File: config.mk
export PLATFORM = sky130hd
export DESIGN_NAME = tx_stream_arbiter_flat
export DESIGN_NICKNAME = d
export VERILOG_FILES = /design/src/rtl/tx_stream_if.sv /design/src/rtl/tx_stream_arbiter.sv /design/src/flat_wrapper.sv
export SDC_FILE = /design/constraint.sdc
export NUM_CORES = 1
export LEC_CHECK = 0
export BUFFER_PORTS_ARGS = -buffer_cell sky130_fd_sc_hd__buf_4
export CELL_PAD_IN_SITES_DETAIL_PLACEMENT = 1
export CELL_PAD_IN_SITES_GLOBAL_PLACEMENT = 1
export CORE_AREA = 2 2 148 150
export CTS_BUF_LIST = sky130_fd_sc_hd__clkbuf_8
export CTS_CLUSTER_DIAMETER = 200
export DETAILED_ROUTE_END_ITERATION = 8
export DIE_AREA = 0 0 150 152
export PLACE_DENSITY_LB_ADDON = 0.1
export SKIP_LAST_GASP = 1
export SYNTH_ARGS = -nofsm -noshare
export SYNTH_HDL_FRONTEND = slang
export SYNTH_SLANG_ARGS = --single-unit
File: constraint.sdc
create_clock -name user_clk -period 1.8 [get_ports user_clk]
set_clock_uncertainty 0.1 [all_clocks]
set_input_delay 0.36 -clock user_clk [delete_from_list [all_inputs] [get_ports user_clk]]
set_output_delay 0.36 -clock user_clk [all_outputs]
set_load 0.005 [all_outputs]
File: src/rtl/tx_stream_if.sv
// Stream bundle between NUM_PORTS packet sources, the TX arbiter and the MAC TX interface.
// master: the sources/TX side of the bundle; slave: the arbiter's view.
interface tx_stream_if #(
   parameter int NUM_PORTS  = 4,
   parameter int DATA_WIDTH = 64
);
   localparam int KEEP_WIDTH = DATA_WIDTH / 8;

   logic [NUM_PORTS*DATA_WIDTH-1:0] s_axis_tdata;
   logic [NUM_PORTS*KEEP_WIDTH-1:0] s_axis_tkeep;
   logic [NUM_PORTS-1:0]            s_axis_tvalid;
   logic [NUM_PORTS-1:0]            s_axis_tlast;
   logic [NUM_PORTS-1:0]            s_axis_tready;
   logic [DATA_WIDTH-1:0]           m_axis_tdata;
   logic [KEEP_WIDTH-1:0]           m_axis_tkeep;
   logic                            m_axis_tvalid;
   logic                            m_axis_tlast;
   logic                            m_axis_tready;

   modport master (
      output s_axis_tdata, s_axis_tkeep, s_axis_tvalid, s_axis_tlast, m_axis_tready,
      input  s_axis_tready, m_axis_tdata, m_axis_tkeep, m_axis_tvalid, m_axis_tlast
   );

   modport slave (
      input  s_axis_tdata, s_axis_tkeep, s_axis_tvalid, s_axis_tlast, m_axis_tready,
      output s_axis_tready, m_axis_tdata, m_axis_tkeep, m_axis_tvalid, m_axis_tlast
   );
endinterface

File: src/rtl/tx_stream_arbiter.sv
// Packet-granular round-robin arbiter sharing the MAC TX path; a grant is held from first beat to tlast.
// Optional per-port packet counters on output pkt_cnt when TX_ARB_STATS_EN is defined.
module tx_stream_arbiter #(
   parameter int NUM_PORTS  = 4,
   parameter int DATA_WIDTH = 64
) (
   input  logic                         user_clk,
   input  logic                         aresetn,
   input  logic [NUM_PORTS-1:0]         port_en,
   tx_stream_if.slave                   axis,
   output logic [$clog2(NUM_PORTS)-1:0] grant_id,
   output logic                         busy
`ifdef TX_ARB_STATS_EN
   ,
   output logic [NUM_PORTS*32-1:0]      pkt_cnt
`endif
);
   localparam int              KEEP_WIDTH = DATA_WIDTH / 8;
   localparam int              GW         = $clog2(NUM_PORTS);
   localparam logic [GW-1:0]   LAST_PORT  = GW'(NUM_PORTS - 1);
   localparam logic [GW:0]     NP_W       = (GW+1)'(NUM_PORTS);

   typedef enum logic [0:0] {
      ST_IDLE = 1'b0,
      ST_BUSY = 1'b1
   } state_t;

   state_t              state_q, state_d;
   logic [GW-1:0]       grant_q, grant_d;
   logic [GW-1:0]       last_grant_q, last_grant_d;
   logic [GW-1:0]       winner_s;
   logic [GW:0]         cand_s;
   logic [NUM_PORTS-1:0] req_s;
   logic                found_s;
   logic                eop_s;

   // Circular search from last_grant+1; the extra index bit keeps the wrap exact for any NUM_PORTS.
   always_comb begin
      req_s    = axis.s_axis_tvalid & port_en;
      found_s  = 1'b0;
      winner_s = last_grant_q;
      cand_s   = '0;
      for (int off = 1; off <= NUM_PORTS; off++) begin
         cand_s = {1'b0, last_grant_q} + (GW+1)'(off);
         if (cand_s >= NP_W) begin
            cand_s = cand_s - NP_W;
         end else begin
            cand_s = cand_s;
         end
         if (!found_s && req_s[cand_s[GW-1:0]]) begin
            found_s  = 1'b1;
            winner_s = cand_s[GW-1:0];
         end else begin
            found_s  = found_s;
         end
      end
   end

   always_comb begin
      state_d            = state_q;
      grant_d            = grant_q;
      last_grant_d       = last_grant_q;
      eop_s              = 1'b0;
      axis.m_axis_tdata  = '0;
      axis.m_axis_tkeep  = '0;
      axis.m_axis_tvalid = 1'b0;
      axis.m_axis_tlast  = 1'b0;
      axis.s_axis_tready = '0;
      case (state_q)
         ST_IDLE: begin
            if (found_s) begin
               state_d = ST_BUSY;
               grant_d = winner_s;
            end else begin
               state_d = ST_IDLE;
            end
         end
         ST_BUSY: begin
            axis.m_axis_tdata              = axis.s_axis_tdata[grant_q*DATA_WIDTH +: DATA_WIDTH];
            axis.m_axis_tkeep              = axis.s_axis_tkeep[grant_q*KEEP_WIDTH +: KEEP_WIDTH];
            axis.m_axis_tvalid             = axis.s_axis_tvalid[grant_q];
            axis.m_axis_tlast              = axis.s_axis_tlast[grant_q];
            axis.s_axis_tready[grant_q]    = axis.m_axis_tready;
            eop_s = axis.s_axis_tvalid[grant_q] & axis.m_axis_tready & axis.s_axis_tlast[grant_q];
            // A stalled or paused source simply keeps the grant; only tlast releases it.
            if (eop_s) begin
               state_d      = ST_IDLE;
               last_grant_d = grant_q;
            end else begin
               state_d      = ST_BUSY;
            end
         end
         default: begin
            state_d = ST_IDLE;
         end
      endcase
   end

   // Arbitration state; last_grant resets to the top port so port 0 wins first.
   always_ff @(posedge user_clk or negedge aresetn) begin
      if (!aresetn) begin
         state_q      <= ST_IDLE;
         grant_q      <= '0;
         last_grant_q <= LAST_PORT;
      end else begin
         state_q      <= state_d;
         grant_q      <= grant_d;
         last_grant_q <= last_grant_d;
      end
   end

   assign grant_id = grant_q;
   assign busy     = (state_q == ST_BUSY);

`ifdef TX_ARB_STATS_EN
   logic [NUM_PORTS*32-1:0] pkt_cnt_q, pkt_cnt_d;

   // Completed-packet count for the granted port; wraps naturally at 32 bits.
   always_comb begin
      pkt_cnt_d = pkt_cnt_q;
      if (eop_s) begin
         pkt_cnt_d[grant_q*32 +: 32] = pkt_cnt_q[grant_q*32 +: 32] + 32'd1;
      end else begin
         pkt_cnt_d = pkt_cnt_q;
      end
   end

   // Counter storage.
   always_ff @(posedge user_clk or negedge aresetn) begin
      if (!aresetn) begin
         pkt_cnt_q <= '0;
      end else begin
         pkt_cnt_q <= pkt_cnt_d;
      end
   end

   assign pkt_cnt = pkt_cnt_q;
`endif
endmodule
File: src/flat_wrapper.sv
// flat-port wrapper written by rule: the top's interface ports become plain ports
module tx_stream_arbiter_flat 
#(
   parameter int NUM_PORTS  = 4,
   parameter int DATA_WIDTH = 64
)
  (user_clk, aresetn, port_en, grant_id, busy, axis_s_axis_tdata, axis_s_axis_tkeep, axis_s_axis_tvalid, axis_s_axis_tlast, axis_m_axis_tready, axis_s_axis_tready, axis_m_axis_tdata, axis_m_axis_tkeep, axis_m_axis_tvalid, axis_m_axis_tlast);
  tx_stream_if #(.NUM_PORTS(NUM_PORTS), .DATA_WIDTH(DATA_WIDTH)) axis_i ();
  input  logic user_clk;
  input  logic aresetn;
  input  logic [NUM_PORTS-1:0] port_en;
  output logic [$clog2(NUM_PORTS)-1:0] grant_id;
  output logic busy;
  input wire logic [$bits(axis_i.s_axis_tdata)-1:0] axis_s_axis_tdata;
  input wire logic [$bits(axis_i.s_axis_tkeep)-1:0] axis_s_axis_tkeep;
  input wire logic [$bits(axis_i.s_axis_tvalid)-1:0] axis_s_axis_tvalid;
  input wire logic [$bits(axis_i.s_axis_tlast)-1:0] axis_s_axis_tlast;
  input wire logic [$bits(axis_i.m_axis_tready)-1:0] axis_m_axis_tready;
  output wire logic [$bits(axis_i.s_axis_tready)-1:0] axis_s_axis_tready;
  output wire logic [$bits(axis_i.m_axis_tdata)-1:0] axis_m_axis_tdata;
  output wire logic [$bits(axis_i.m_axis_tkeep)-1:0] axis_m_axis_tkeep;
  output wire logic [$bits(axis_i.m_axis_tvalid)-1:0] axis_m_axis_tvalid;
  output wire logic [$bits(axis_i.m_axis_tlast)-1:0] axis_m_axis_tlast;
  assign axis_i.s_axis_tdata = axis_s_axis_tdata;
  assign axis_i.s_axis_tkeep = axis_s_axis_tkeep;
  assign axis_i.s_axis_tvalid = axis_s_axis_tvalid;
  assign axis_i.s_axis_tlast = axis_s_axis_tlast;
  assign axis_i.m_axis_tready = axis_m_axis_tready;
  assign axis_s_axis_tready = axis_i.s_axis_tready;
  assign axis_m_axis_tdata = axis_i.m_axis_tdata;
  assign axis_m_axis_tkeep = axis_i.m_axis_tkeep;
  assign axis_m_axis_tvalid = axis_i.m_axis_tvalid;
  assign axis_m_axis_tlast = axis_i.m_axis_tlast;
  tx_stream_arbiter #(.NUM_PORTS(NUM_PORTS), .DATA_WIDTH(DATA_WIDTH)) u_core (.user_clk(user_clk), .aresetn(aresetn), .port_en(port_en), .axis(axis_i), .grant_id(grant_id), .busy(busy));
endmodule
After elaboration in Yosys (flattened, before gate mapping) --
Cells that the tools add are included. Widths: inputs -> output; s select.
Word-level totals: register bits after elaboration 5, input bits 303, output and inout bits 81, logic and storage cells 71
Cells by class: add/sub/neg operators 8, magnitude comparators 10, shift-type cells 2, mux-type cells 34, bitwise operators 5, reduce and logical (&&, ||, !) cells 9
Operator list (number):
- $shiftx 256x9->64 | 1
- $mux 64 | 1
- $shiftx 32x6->8 | 1
- $mux 2 | 8
- $lt 2x3->1 const B | 5
- $mux 1 | 15
- $bmux 1 s2 | 6
- $ge 3x3->1 const B | 4
- $and 4x4->4 | 2
- $mux 8 | 1
- $sub 2x1->2 const B | 4
- $add 2x2->3 const B | 2
- $logic_and 1x1->1 | 4
- $mux 4 | 1
- $reduce_and 2->1 | 2
- $add 2x1->3 const B | 1
- $add 2x3->3 const B | 1
- $logic_not 1->1 | 3
- $and 1x1->1 | 2
- $demux 1 s2 | 1
- $ge 2x1->1 const B | 1
- $pmux 1 s2 | 1
- $not 1->1 | 1

Logic depth before layout (Yosys ltp) --
depth in word-level cells 17, depth in mapped cells 6, mapped depth without buffers 4

Worst setup path after synthesis --
No wires, ideal clock.
path kind flip-flop to output port, start reg u_core.grant_q[0], in the netlist u_core.grant_id[0], end out axis_m_axis_tdata[15], arrival time 1.459 ns, required time 1.340 ns, setup slack -0.119 ns, cell stages (with the launch flop) 5, path buffers 2, cell sequence dfrtp_1 buf_6 buf_2 mux4_2 and2_1
On the way: longest elaborated chain between the ends 2
RTL lines:
- start, declared | RTL line tx_stream_arbiter.sv:29 | logic [GW-1:0] grant_q, grant_d;
- start signal, assigned | RTL line tx_stream_arbiter.sv:107 | grant_q <= grant_d;
- $shiftx 256x9->64 | RTL line tx_stream_arbiter.sv:79 | axis.m_axis_tdata = axis.s_axis_tdata[grant_q*DATA_WIDTH +: DATA_WIDTH];
- $mux 64 | RTL line tx_stream_arbiter.sv:69 | case (state_q)
- end, declared | RTL line flat_wrapper.sv:20 | output wire logic [$bits(axis_i.m_axis_tdata)-1:0] axis_m_axis_tdata;
No other way between the ends.

Worst setup path in the final report --
start reg u_core.grant_q[0], in the netlist u_core.grant_id[0], end out axis_m_axis_tdata[25]
The elaborated chain is that of the path after synthesis.

==> impl_metrics.json <==
{
  "status": "complete, but fails checks",
  "violations": "setup timing",
  "maxCapViolCount": 0,
  "nNetsFinal": 903,
  "ys_ff_latch": 5,
  "relSlewSlack_pct": 69.8,
  "gp_routability_congestion": 0.885,
  "core-area_mm2": 0.0214,
  "utilization_pct": 30.3,
  "overflow": 0,
  "yosys_warnings": 0,
  "async_flop_share_pct": 100,
  "synth-main-ff-cell": "dfrtp_1",
  "wl_met2_um": 10700,
  "synth.area.top_cells": "mux4_2, and2_1, dfrtp_1",
  "yosysTopAreaCell": "mux4_2",
  "min_path_cells": 3,
  "die_h_um": 152,
  "drtIter0Drc": 104,
  "antenna_found_initial": 0,
  "area_growth_pct": 147,
  "tightest_slew_ps": 453,
  "clk_latency_ps": 220,
  "cts_sinks": 5,
  "arrival_ps": 1810,
  "hold_class": "in2reg",
  "ant_nets": 0,
  "placed_cell_area_mm2": 0.00586,
  "stdcell_area_mm2": 0.00648,
  "synth_cells": 212,
  "htreeDepth": 1,
  "top_layer": "met4",
  "pwr-share-comb_pct": 94.2,
  "grt_max_degree": 45,
  "synth_top_area_share_pct": 63.6,
  "synthTopCellsByCount": "and2_1, mux4_2, buf_2",
  "startpoint_type": "register",
  "leakage_nw": 3.05,
  "p_int_mw": 6.06,
  "initial_core_util_pct": 12.3,
  "viasPerCell": 4.13,
  "fin_crit_ps": 2270,
  "hold_viol_final": 0,
  "syn_avg_cell_area_um2": 12.4,
  "dp_slack_ps": -286,
  "cp-end-kind": "output port",
  "synth.distinct_cells": 26,
  "syn_nets": 515,
  "grt.total_usage_pct": 14.8,
  "first_pass_iters": 4,
  "hold-worst-slack_ps": 333,
  "criticalPathCategory": "reg2out",
  "dp_cells": 863,
  "fin_ws_ps": -470,
  "stdcell_count": 879,
  "r2r_cells": 7,
  "drive_gt1_share_pct": 90.2,
  "insertedDiodeCount": 0,
  "drv_slew": 0,
  "required_ps": 1340,
  "clock.fmax_mhz": 440,
  "cts_made_buffers": 3,
  "routed_wl_um": 18800,
  "die_x_um": 150,
  "clock_tree.root_cell": "clkbuf_8",
  "total_power_mw": 9.25,
  "finalSetupViolCount": 77,
  "grt_pass1_vias": 3986,
  "rsz0062_at_grt": "yes",
  "seq_area_frac_synth_pct": 4.87,
  "vdd_drop_max_uv": 542,
  "synthesis.area_mm2": 0.00262,
  "clkTransAtPathRegs_ps": 40,
  "io_buffers": 383,
  "cp_max_fo": 8,
  "grt_pass1_wl_um": 25500,
  "sw_frac_of_total_pct": 34.5,
  "clkPwrFrac_pct": 2.3,
  "dieArea_mm2": 0.0228,
  "pwr-share-seq_pct": 3.6,
  "drt-met1-wl_um": 6660,
  "cts_buffer_depth": 2,
  "row_count": 54,
  "cellPowerDensity_mw_per_mm2": 1430,
  "fill_cells": 2461,
  "ioPinCount": 384,
  "drt-wirelength-per-cell_um": 21.4,
  "drc": 0,
  "synth_edf_count": 0,
  "switchingPower_mw": 3.19,
  "cts_tree": "done",
  "fin_setup_tns_ps": -31260,
  "finalCritPeriodShare_pct": 126,
  "vias": 3627,
  "wl_met3_um": 1350,
  "hpwl_um": 15500
}
[final cells by class]
class / instances / area, um^2 / area share [%]
repair buffers: 409 / 3490 / 53.9
multi-input cells: 180 / 2450 / 37.8
well taps: 280 / 350 / 5.41
flip-flops and latches: 5 / 136 / 2.11
clock buffers: 3 / 41.3 / 0.637
clock inverters: 1 / 5.00 / 0.0772
inverters: 1 / 3.75 / 0.0579
[sequential cells by signal, summed over array words and instances, names as in the netlist]
signal and count:
u_core.last_grant_q 2, u_core.grant_id 2, u_core.busy 1
[layout by cell type, fill, tap and decap left out]
master / instances
buf_4: 346
mux4_2: 74
buf_6: 46
and2_4: 45
and2_1: 29
nor2_1: 6
nand2_1: 5
clkbuf_16: 5
buf_12: 5
buf_16: 4
nand3_1: 3
a21oi_1: 3
clkbuf_8: 3
nor3_2: 2
a22oi_1: 2
a31oi_1: 2
buf_8: 2
dfrtp_4: 2
dfstp_2: 2
inv_1: 1
nand4_4: 1
o21a_1: 1
mux2_4: 1
a21boi_0: 1
o21bai_1: 1
nand3b_1: 1
a32o_1: 1
a221oi_1: 1
o21ai_0: 1
clkinv_2: 1
dlygate4sd3_1: 1
dfrtp_2: 1
[path summary, 6_finish.rpt]
kind	slack [ps]	to	from
max reg2reg	-320	u_core.last_grant_q[0]	u_core.grant_id[0]
max	-470	axis_m_axis_tdata[25]	u_core.grant_id[0]
max in group asynchronous	1020	u_core.last_grant_q[1]	aresetn
min reg2reg	440	u_core.last_grant_q[1]	u_core.last_grant_q[1]
min in group asynchronous	380	u_core.grant_id[1]	aresetn
min	330	u_core.last_grant_q[1]	axis_m_axis_tready
[routing by layer]
metal	vias up	global-route usage [%]
li1	1639	-
met1	1811	16.0
met2	169	30.1
met3	8	2.64
met4	0	1.21
met5	-	0
[critical path, cell delays in order, from the launching register on]
cell and delay (ps):
dfrtp_4 430, buf_12 180, clkbuf_16 190, mux4_2 500, and2_1 170, buf_4 130
[what timing repair did]
action,in CTS,in global routing
endpoints found under the hold margin,3,0
resized for setup,16,88
buffers inserted,4,1
pin swaps,2,6
hold buffers,1,0
cloned,2,6
setup endpoints to repair,78,81
[cells by family (layout without fill, tap and decap cells)]
logic type / Yosys count / in the layout / synth area share, %
simple gates: 92 / 92 / 21.0
compound gates: 13 / 13 / 3.39
buf+inv: 27 / 414 / 6.69
flops: 5 / 5 / 4.87
mux: 75 / 75 / 64.1
[power by group through the flow]
| stage | Combinational [mW] | Clock [mW] | Sequential [mW] |
|---|---|---|---|
| 2_1_floorplan | 3.76 | 0 | 0.240 |
| 3_3_place_gp | 6.95 | 0 | 0.336 |
| 3_5_place_dp | 6.97 | 0 | 0.341 |
| 4_1_cts | 7.57 | 0.213 | 0.304 |
| 5_1_grt | 9.35 | 0.225 | 0.344 |
| 6_report | 8.71 | 0.209 | 0.332 |
(Power assumes the default switching activity.)
